## config.mk

```make
export PLATFORM = sky130hd
export DESIGN_NAME = core_launcher
export DESIGN_NICKNAME = d
export VERILOG_FILES = /design/src/rtl/launcher_pkg.sv /design/src/rtl/core_launcher.sv
export SDC_FILE = /design/constraint.sdc
export NUM_CORES = 1
export LEC_CHECK = 0
export CAP_MARGIN = 20
export CORE_MARGIN = 2
export CORE_UTILIZATION = 25
export DETAILED_ROUTE_END_ITERATION = 8
export PLACE_DENSITY = 0.5
export SLEW_MARGIN = 20
export SYNTH_ARGS = -nofsm -noshare
export SYNTH_HDL_FRONTEND = slang
export SYNTH_SLANG_ARGS = --single-unit
```

## constraint.sdc

```tcl
create_clock -name clk -period 3.3 [get_ports clk]
set_input_delay 0.99 -clock clk [delete_from_list [all_inputs] [get_ports clk]]
set_output_delay 0.99 -clock clk [all_outputs]
set_load 0.1 [all_outputs]
```

## src/rtl/launcher_pkg.sv

```systemverilog
// Shared types and widths for the core launch sequencer.
// The state enum is shared so any debug or integration logic decodes the same encoding.
package launcher_pkg;

  typedef enum logic [2:0] {
    IDLE   = 3'd0,
    LOAD   = 3'd1,
    CRST   = 3'd2,
    RUN    = 3'd3,
    REPORT = 3'd4
  } launch_state_t;

  localparam int DM_AW = 8;
  localparam int CYC_W = 16;

endpackage

```

## src/rtl/core_launcher.sv

```systemverilog
// Session sequencer: preloads DMem, holds the core in reset, runs it and reports
// completion or timeout along with the number of execution cycles.
module core_launcher
  import launcher_pkg::*;
#(
  parameter int DM_WORDS   = 256,
  parameter int RST_CYCLES = 2,
  parameter int TIMEOUT    = 4096
) (
  input  logic             clk,
  input  logic             reset,
  input  logic             start,
  input  logic [8:0]       load_len,
  input  logic             in_valid,
  input  logic [7:0]       in_data,
  output logic             in_ready,
  output logic             dm_wen,
  output logic [DM_AW-1:0] dm_addr,
  output logic [7:0]       dm_wdat,
  output logic             core_reset,
  input  logic             core_done,
  output logic             busy,
  output logic             finished,
  output logic             timeout,
  output logic [CYC_W-1:0] cycles
);

  // Length needs one bit beyond the address so a full-memory load is representable.
  localparam int LEN_W = $clog2(DM_WORDS) + 1;
  localparam int RST_W = $clog2(RST_CYCLES + 1);

  launch_state_t    state;
  logic [LEN_W-1:0] len_q;
  logic [DM_AW-1:0] addr_cnt;
  logic [RST_W-1:0] rst_cnt;
  logic             last_byte;
  logic             timeout_hit;
  logic             in_load;

  assign in_load     = (state == LOAD);
  assign last_byte   = (LEN_W'(addr_cnt) == (len_q - LEN_W'(1)));
  assign timeout_hit = (cycles == CYC_W'(TIMEOUT - 1));

  assign busy       = (state != IDLE);
  assign in_ready   = in_load;
  assign dm_wen     = in_load && in_valid;
  assign dm_addr    = in_load ? addr_cnt : '0;
  assign dm_wdat    = in_load ? in_data : '0;
  assign core_reset = (state != RUN);
  assign finished   = (state == REPORT);

  always_ff @(posedge clk) begin
    if (reset) begin
      state    <= IDLE;
      len_q    <= '0;
      addr_cnt <= '0;
      rst_cnt  <= '0;
      cycles   <= '0;
      timeout  <= 1'b0;
    end else begin
      case (state)
        IDLE: begin
          if (start) begin
            len_q    <= LEN_W'(load_len);
            addr_cnt <= '0;
            rst_cnt  <= '0;
            cycles   <= '0;
            timeout  <= 1'b0;
            state    <= (load_len != 9'd0) ? LOAD : CRST;
          end
        end
        LOAD: begin
          if (in_valid) begin
            addr_cnt <= addr_cnt + 1'b1;
            if (last_byte) state <= CRST;
          end
        end
        // core_done is deliberately ignored here; it may still show the previous run's PC.
        CRST: begin
          if (rst_cnt == RST_W'(RST_CYCLES - 1)) begin
            rst_cnt <= '0;
            state   <= RUN;
          end else begin
            rst_cnt <= rst_cnt + 1'b1;
          end
        end
        RUN: begin
          if (core_done) begin
            state <= REPORT;
          end else if (timeout_hit) begin
            cycles  <= CYC_W'(TIMEOUT);
            timeout <= 1'b1;
            state   <= REPORT;
          end else begin
            cycles <= cycles + 1'b1;
          end
        end
        REPORT:  state <= IDLE;
        default: state <= IDLE;
      endcase
    end
  end

endmodule

```

== Yosys cells after proc, flatten, opt, wreduce, memory -nomap -nowiden ==
Index checks and enable logic that the tools add are counted.
W data, S select, Z words.

* Div/mod/pow operators: 0
* $add $sub $neg: 4
* Equal/unequal tests: 15
* Mux-type cells: 24
* Multipliers: 0
* Magnitude comparators: 0
* Bitwise gates (word level): 0
* Shift operators: 0
* Reduce and logical (&&, ||, !) cells: 13

{| class="wikitable"
|+ Operators with widths
! operator !! number
|-
| $mux W16 || 3
|-
| $mux W8 || 4
|-
| $pmux W16 S2 || 1
|-
| $mux W3 || 6
|-
| $add A16 B1 Y16 const B || 1
|-
| $eq A16 B12 Y1 const B || 1
|-
| $pmux W8 S2 || 1
|-
| $ne A2 B2 Y1 const B || 6
|-
| $pmux W3 S4 || 1
|-
| $eq A8 B9 Y1 || 1
|-
| $reduce_bool A9 Y1 || 1
|-
| $sub A9 B1 Y9 const B || 1
|-
| $add A8 B1 Y8 const B || 1
|-
| $eq A3 B2 Y1 const B || 2
|-
| $mux W2 || 3
|-
| $reduce_and A3 Y1 || 2
|-
| $reduce_bool A2 Y1 || 3
|-
| $reduce_and A5 Y1 || 1
|-
| $pmux W2 S2 || 1
|-
| $reduce_and A2 Y1 || 2
|-
| $reduce_and A4 Y1 || 1
|-
| $eq A3 B1 Y1 const B || 1
|-
| $eq A3 B3 Y1 const B || 1
|-
| $logic_not A3 Y1 || 1
|-
| other kinds (8) || 10
|}

* RAM bits: 0
* Output and inout bits: 38
* Logic and storage cells: 62
* Bits of input ports: 22
* Memories: 0
* Bits in latches: 0
* ROM bits: 0
* Bits in registers: 39

== Longest topological paths before layout ==
* Word-level depth: 5
* Depth in mapped cells: 10
* Depth with buffers taken out: 8

== Worst setup path after synthesis ==
No wires, ideal clock.

* Path type: reg-to-output
* Start point: register state[2]
* End point: output dm_addr[5]
* Cell stages (with the launch flop): 7
* Path buffers: 3
* Required time: 2310 ps
* Path slack: -534 ps
* Arrival: 2844 ps
* Cell sequence: dfxtp_1 clkbuf_1 nand3b_1 inv_1 clkbuf_1 clkbuf_1 and2_1

* Word-level cells in the longest chain between the ends: 2

{| class="wikitable"
|+ Ends and longest elaborated chain
! item !! RTL line !! text
|-
| start, declared || core_launcher.sv:32 || <nowiki>launch_state_t state;</nowiki>
|-
| start signal, assigned || core_launcher.sv:69 || <nowiki>state <= (load_len != 9'd0) ? LOAD : CRST;</nowiki>
|-
| $eq A3 B1 Y1 || core_launcher.sv:40 || <nowiki>assign in_load = (state == LOAD);</nowiki>
|-
| via in_ready || core_launcher.sv:16 || <nowiki>output logic in_ready,</nowiki>
|-
| $mux W8 || core_launcher.sv:47 || <nowiki>assign dm_addr = in_load ? addr_cnt : '0;</nowiki>
|-
| end, declared || core_launcher.sv:18 || <nowiki>output logic [DM_AW-1:0] dm_addr,</nowiki>
|}

The timed path passes the listed nets, and every way through them passes these cells.

== Final worst setup path ==
* Start point: register state[1]
* End point: output dm_wen

* Word-level cells in the longest chain between the ends: 2

{| class="wikitable"
|+ Ends and longest elaborated chain
! item !! RTL line !! text
|-
| $eq A3 B1 Y1 || core_launcher.sv:40 ||
|-
| $logic_and A1 B1 Y1 || core_launcher.sv:46 || <nowiki>assign dm_wen = in_load && in_valid;</nowiki>
|-
| end, declared || core_launcher.sv:17 || <nowiki>output logic dm_wen,</nowiki>
|}

No other way between the ends.

==> results by group <==
Yosys
  • Synth Flop Type: dfxtp_1
  • Sequential cell area fraction in the yosys report: 0.3603
  • EDFF count, synth: 0
  • Synthesized cell area: roughly 2200 um^2
  • Post-Syn Instances: 268
  • Syn_nets: 293
  • Mean Syn Cell Area: 8.086 um^2
  • Post-synth ARST share: 0
  • Yosys warning count: 0
  • Number of synthesized register bits: 39
  • Netlist cell types: 54

Die
  • Overall die width: 97.11 um
  • Die area: around 9400 um^2
  • Top Ports: 60
  • Std-Cell Rows: 33
  • Total core area: 8299 um^2
  • Die height: 97.11 um
  • Initial Util: 0.2611

Setup path
  • Crit path capture type: output pin
  • CP Launch Type: register
  • Crit path arrival time: 2.12 ns
  • Critical Path RT: 2.31 ns
  • CP Max Fanout: 20
  • Crit path kind: reg2out

Cells and area
  • Area of the multi-input gates: ~1300 um^2
  • Share of cells above drive strength 1: 0.2110
  • Filler cell count: 844
  • Layout Utilization: 0.3737
  • Antenna fix cells: 0
  • Nets: 352
  • Layout Area Growth over Synthesis: 43.13%
  • FF/Latch Area: 780.7 um^2

Power and ir drop
  • Tot Pwr: 1.328 mW
  • Reg power frac: 0.394
  • Switching power: between 0.5 and 0.6 mW
  • Int Power: 0.8231 mW
  • Switch share: 0.3803
  • LEAKAGE: 1.194 nW
  • PwrDens: 428.2 nW/um^2
  • Clk network pwr share: 0.249
  • Max IR drop VDD: between 0.2 and 0.25 mV
  • Comb pwr share: 0.357

Placement
  • Detailed Place HPWL: 4322 um
  • Post-Place Setup Slack: 0.1975 ns
  • Routability Congestion: 0.7784
  • Port buffer count: 59

Clock network
  • Clk buf depth: 2
  • Gates resized, CTS repair: 0
  • Htree depth: 2
  • Hold_buf cts: 0
  • Clock-pin slew on the worst setup and hold paths: 0.08 ns
  • Sink Count: 39
  • Root buf cell: clkbuf_8
  • Post-CTS Setup Inserts: 0
  • Total clock buffers created by CTS: 5
  • Clock latency on the worst-skew pair: 0.29 ns
  • CTS tree: yes

Drt
  • DR iter-0 viols: 56
  • Routed len/inst: around 13 um
  • Vias: 2082
  • Routed Wire Length: 5743 um
  • 1st-pass router iterations: 4
  • DR vias/cell: 4.819
  • Final ANT Viol Nets: 0
  • Remaining DRCs: 0

Global route
  • Largest net degree at the start of global routing: 21
  • Antenna violations before repair: 0
  • First-pass GRT wire length: 10060 um
  • Vias in the first global route: approximately 2100
  • Gr usage total: 0.1265
  • Global route overflow: 0

Timing
  • Total Negative Setup Slacks: 0 ns
  • Rel. slew slack: 0.6004
  • Minimum clock period: roughly 3.1 ns
  • Final setup margin: 0.1868 ns
  • Clk_skew: 0.004647 ns
  • Final period utilization: 0.9434
  • Fin. max-slew vios: 0
  • Fmax: 321.2 MHz
  • Hold Vio Cnt, Final: 0
  • Unrepaired setup endpoints after global routing: yes
  • Final setup vio count: 0
  • Worst-margin pin slew: 0.5987 ns

Flow run
  • Max cap viols: 0

Run status
  • Outcome: finished, final reports clean

Hold path
  • Hold crit path type: reg2reg
[cell usage in the layout, fill, tap and decap left out, drive strengths merged, types with 2 or more instances in the layout]
cell,Yosys,routed
nand3,11,11
a21oi,17,17
dfxtp,39,39
clkbuf,8,6
inv,10,10
nor4,5,5
clkdlybuf4s50,0,21
nor2,33,33
o21ai,5,5
nor3b,3,3
and4,2,2
or4bb,2,2
nand2b,3,3
nand4,8,8
nor3,6,6
ha,3,3
nand3b,4,4
and3,2,2
xor2,14,14
buf,4,43
a21o,2,2
or4,3,3
xnor2,14,14
nand2,31,31
and2,18,18
[routing by layer]
metal | part of all wire | routed length (um) | track usage
met2 | 0.48 | 2743 | 0.2153
met4 | 0.012 | 67 | 0.03900
met1 | 0.46 | 2628 | 0.1581
met5 | 0 | 0 | 0
met3 | 0.053 | 304 | 0.03022
[worst max-delay path, stage by stage, from the launching register on]
cell	delay (ns)
dfxtp_1	0.41
inv_1	0.17
nand3b_1	0.19
inv_1	0.51
nand2_1	0.18
inv_1	0.17
buf_12	0.19
[Yosys cell counts, types with 2 or more instances]
cell type | number | area share
or4bb_1 | 2 | 0.010
dfxtp_1 | 39 | 0.36
or4_1 | 3 | 0.010
nor2_1 | 32 | 0.055
a21o_1 | 2 | 0.0069
ha_1 | 3 | 0.017
nand4_1 | 8 | 0.023
nand3_1 | 11 | 0.025
a21oi_1 | 16 | 0.037
xnor2_1 | 14 | 0.057
and4_1 | 2 | 0.0081
inv_1 | 10 | 0.017
nand3b_1 | 4 | 0.014
nor3b_1 | 3 | 0.010
nor3_1 | 5 | 0.012
nor4_1 | 4 | 0.012
and2_1 | 17 | 0.049
nand2_1 | 30 | 0.052
o21ai_0 | 5 | 0.012
clkbuf_1 | 8 | 0.014
and3_1 | 2 | 0.0058
nand2b_1 | 3 | 0.0087
xor2_1 | 14 | 0.057
[stage by stage]
stage,std cells,hold slack [ns],cell area [um^2]
final,432,0.4517,3102
after global routing,432,0.4762,3102
after CTS,432,0.4553,3102
after detailed placement,425,0.4409,3014
after global placement,425,0.4370,3014
after floorplan,268,0.4270,2183
[power groups by stage]
stage | registers (mW) | logic [mW] | clock network [mW]
floorplan | 0.548 | 0.310 | 0
global placement | 0.534 | 0.473 | 0
CTS | 0.524 | 0.478 | 0.341
global route | 0.528 | 0.507 | 0.360
finish | 0.524 | 0.474 | 0.330
detailed placement | 0.535 | 0.477 | 0
[cell type report]
cell class                 count  area share
clock buffer                   6     0.02662
clock inverter                 1    0.001614
inverter                      10     0.01210
multi-input combinational    207      0.4211
sequential                    39      0.2517
tap                          105     0.04236
timing repair buffer          64      0.2445
[sequential cells by signal, summed over array words and instances (netlist names)]
register / count
addr_cnt: 8
cycles: 16
len_q: 9
rst_cnt: 2
state: 3
timeout: 1
[path summary, 6_finish.rpt]
kind	start	to	slack [ns]	cells after the start
worst min-delay path	rst_cnt[1]	rst_cnt[1]	0.45	2
worst min register to register	rst_cnt[1]	rst_cnt[1]	0.45	2
worst max-delay path	state[1]	dm_wen	0.19	6
worst max register to register	state[1]	addr_cnt[7]	1.07	8
[cells by family after synthesis]
kind of cell    synth area share
simple gates              0.3412
flops                     0.3603
compound gates            0.1143
xor+xnor                  0.1132
buf+inv                  0.04388
fa+ha+maj                0.01732
mux                     0.009815
Power figures use the tool's default switching activity.
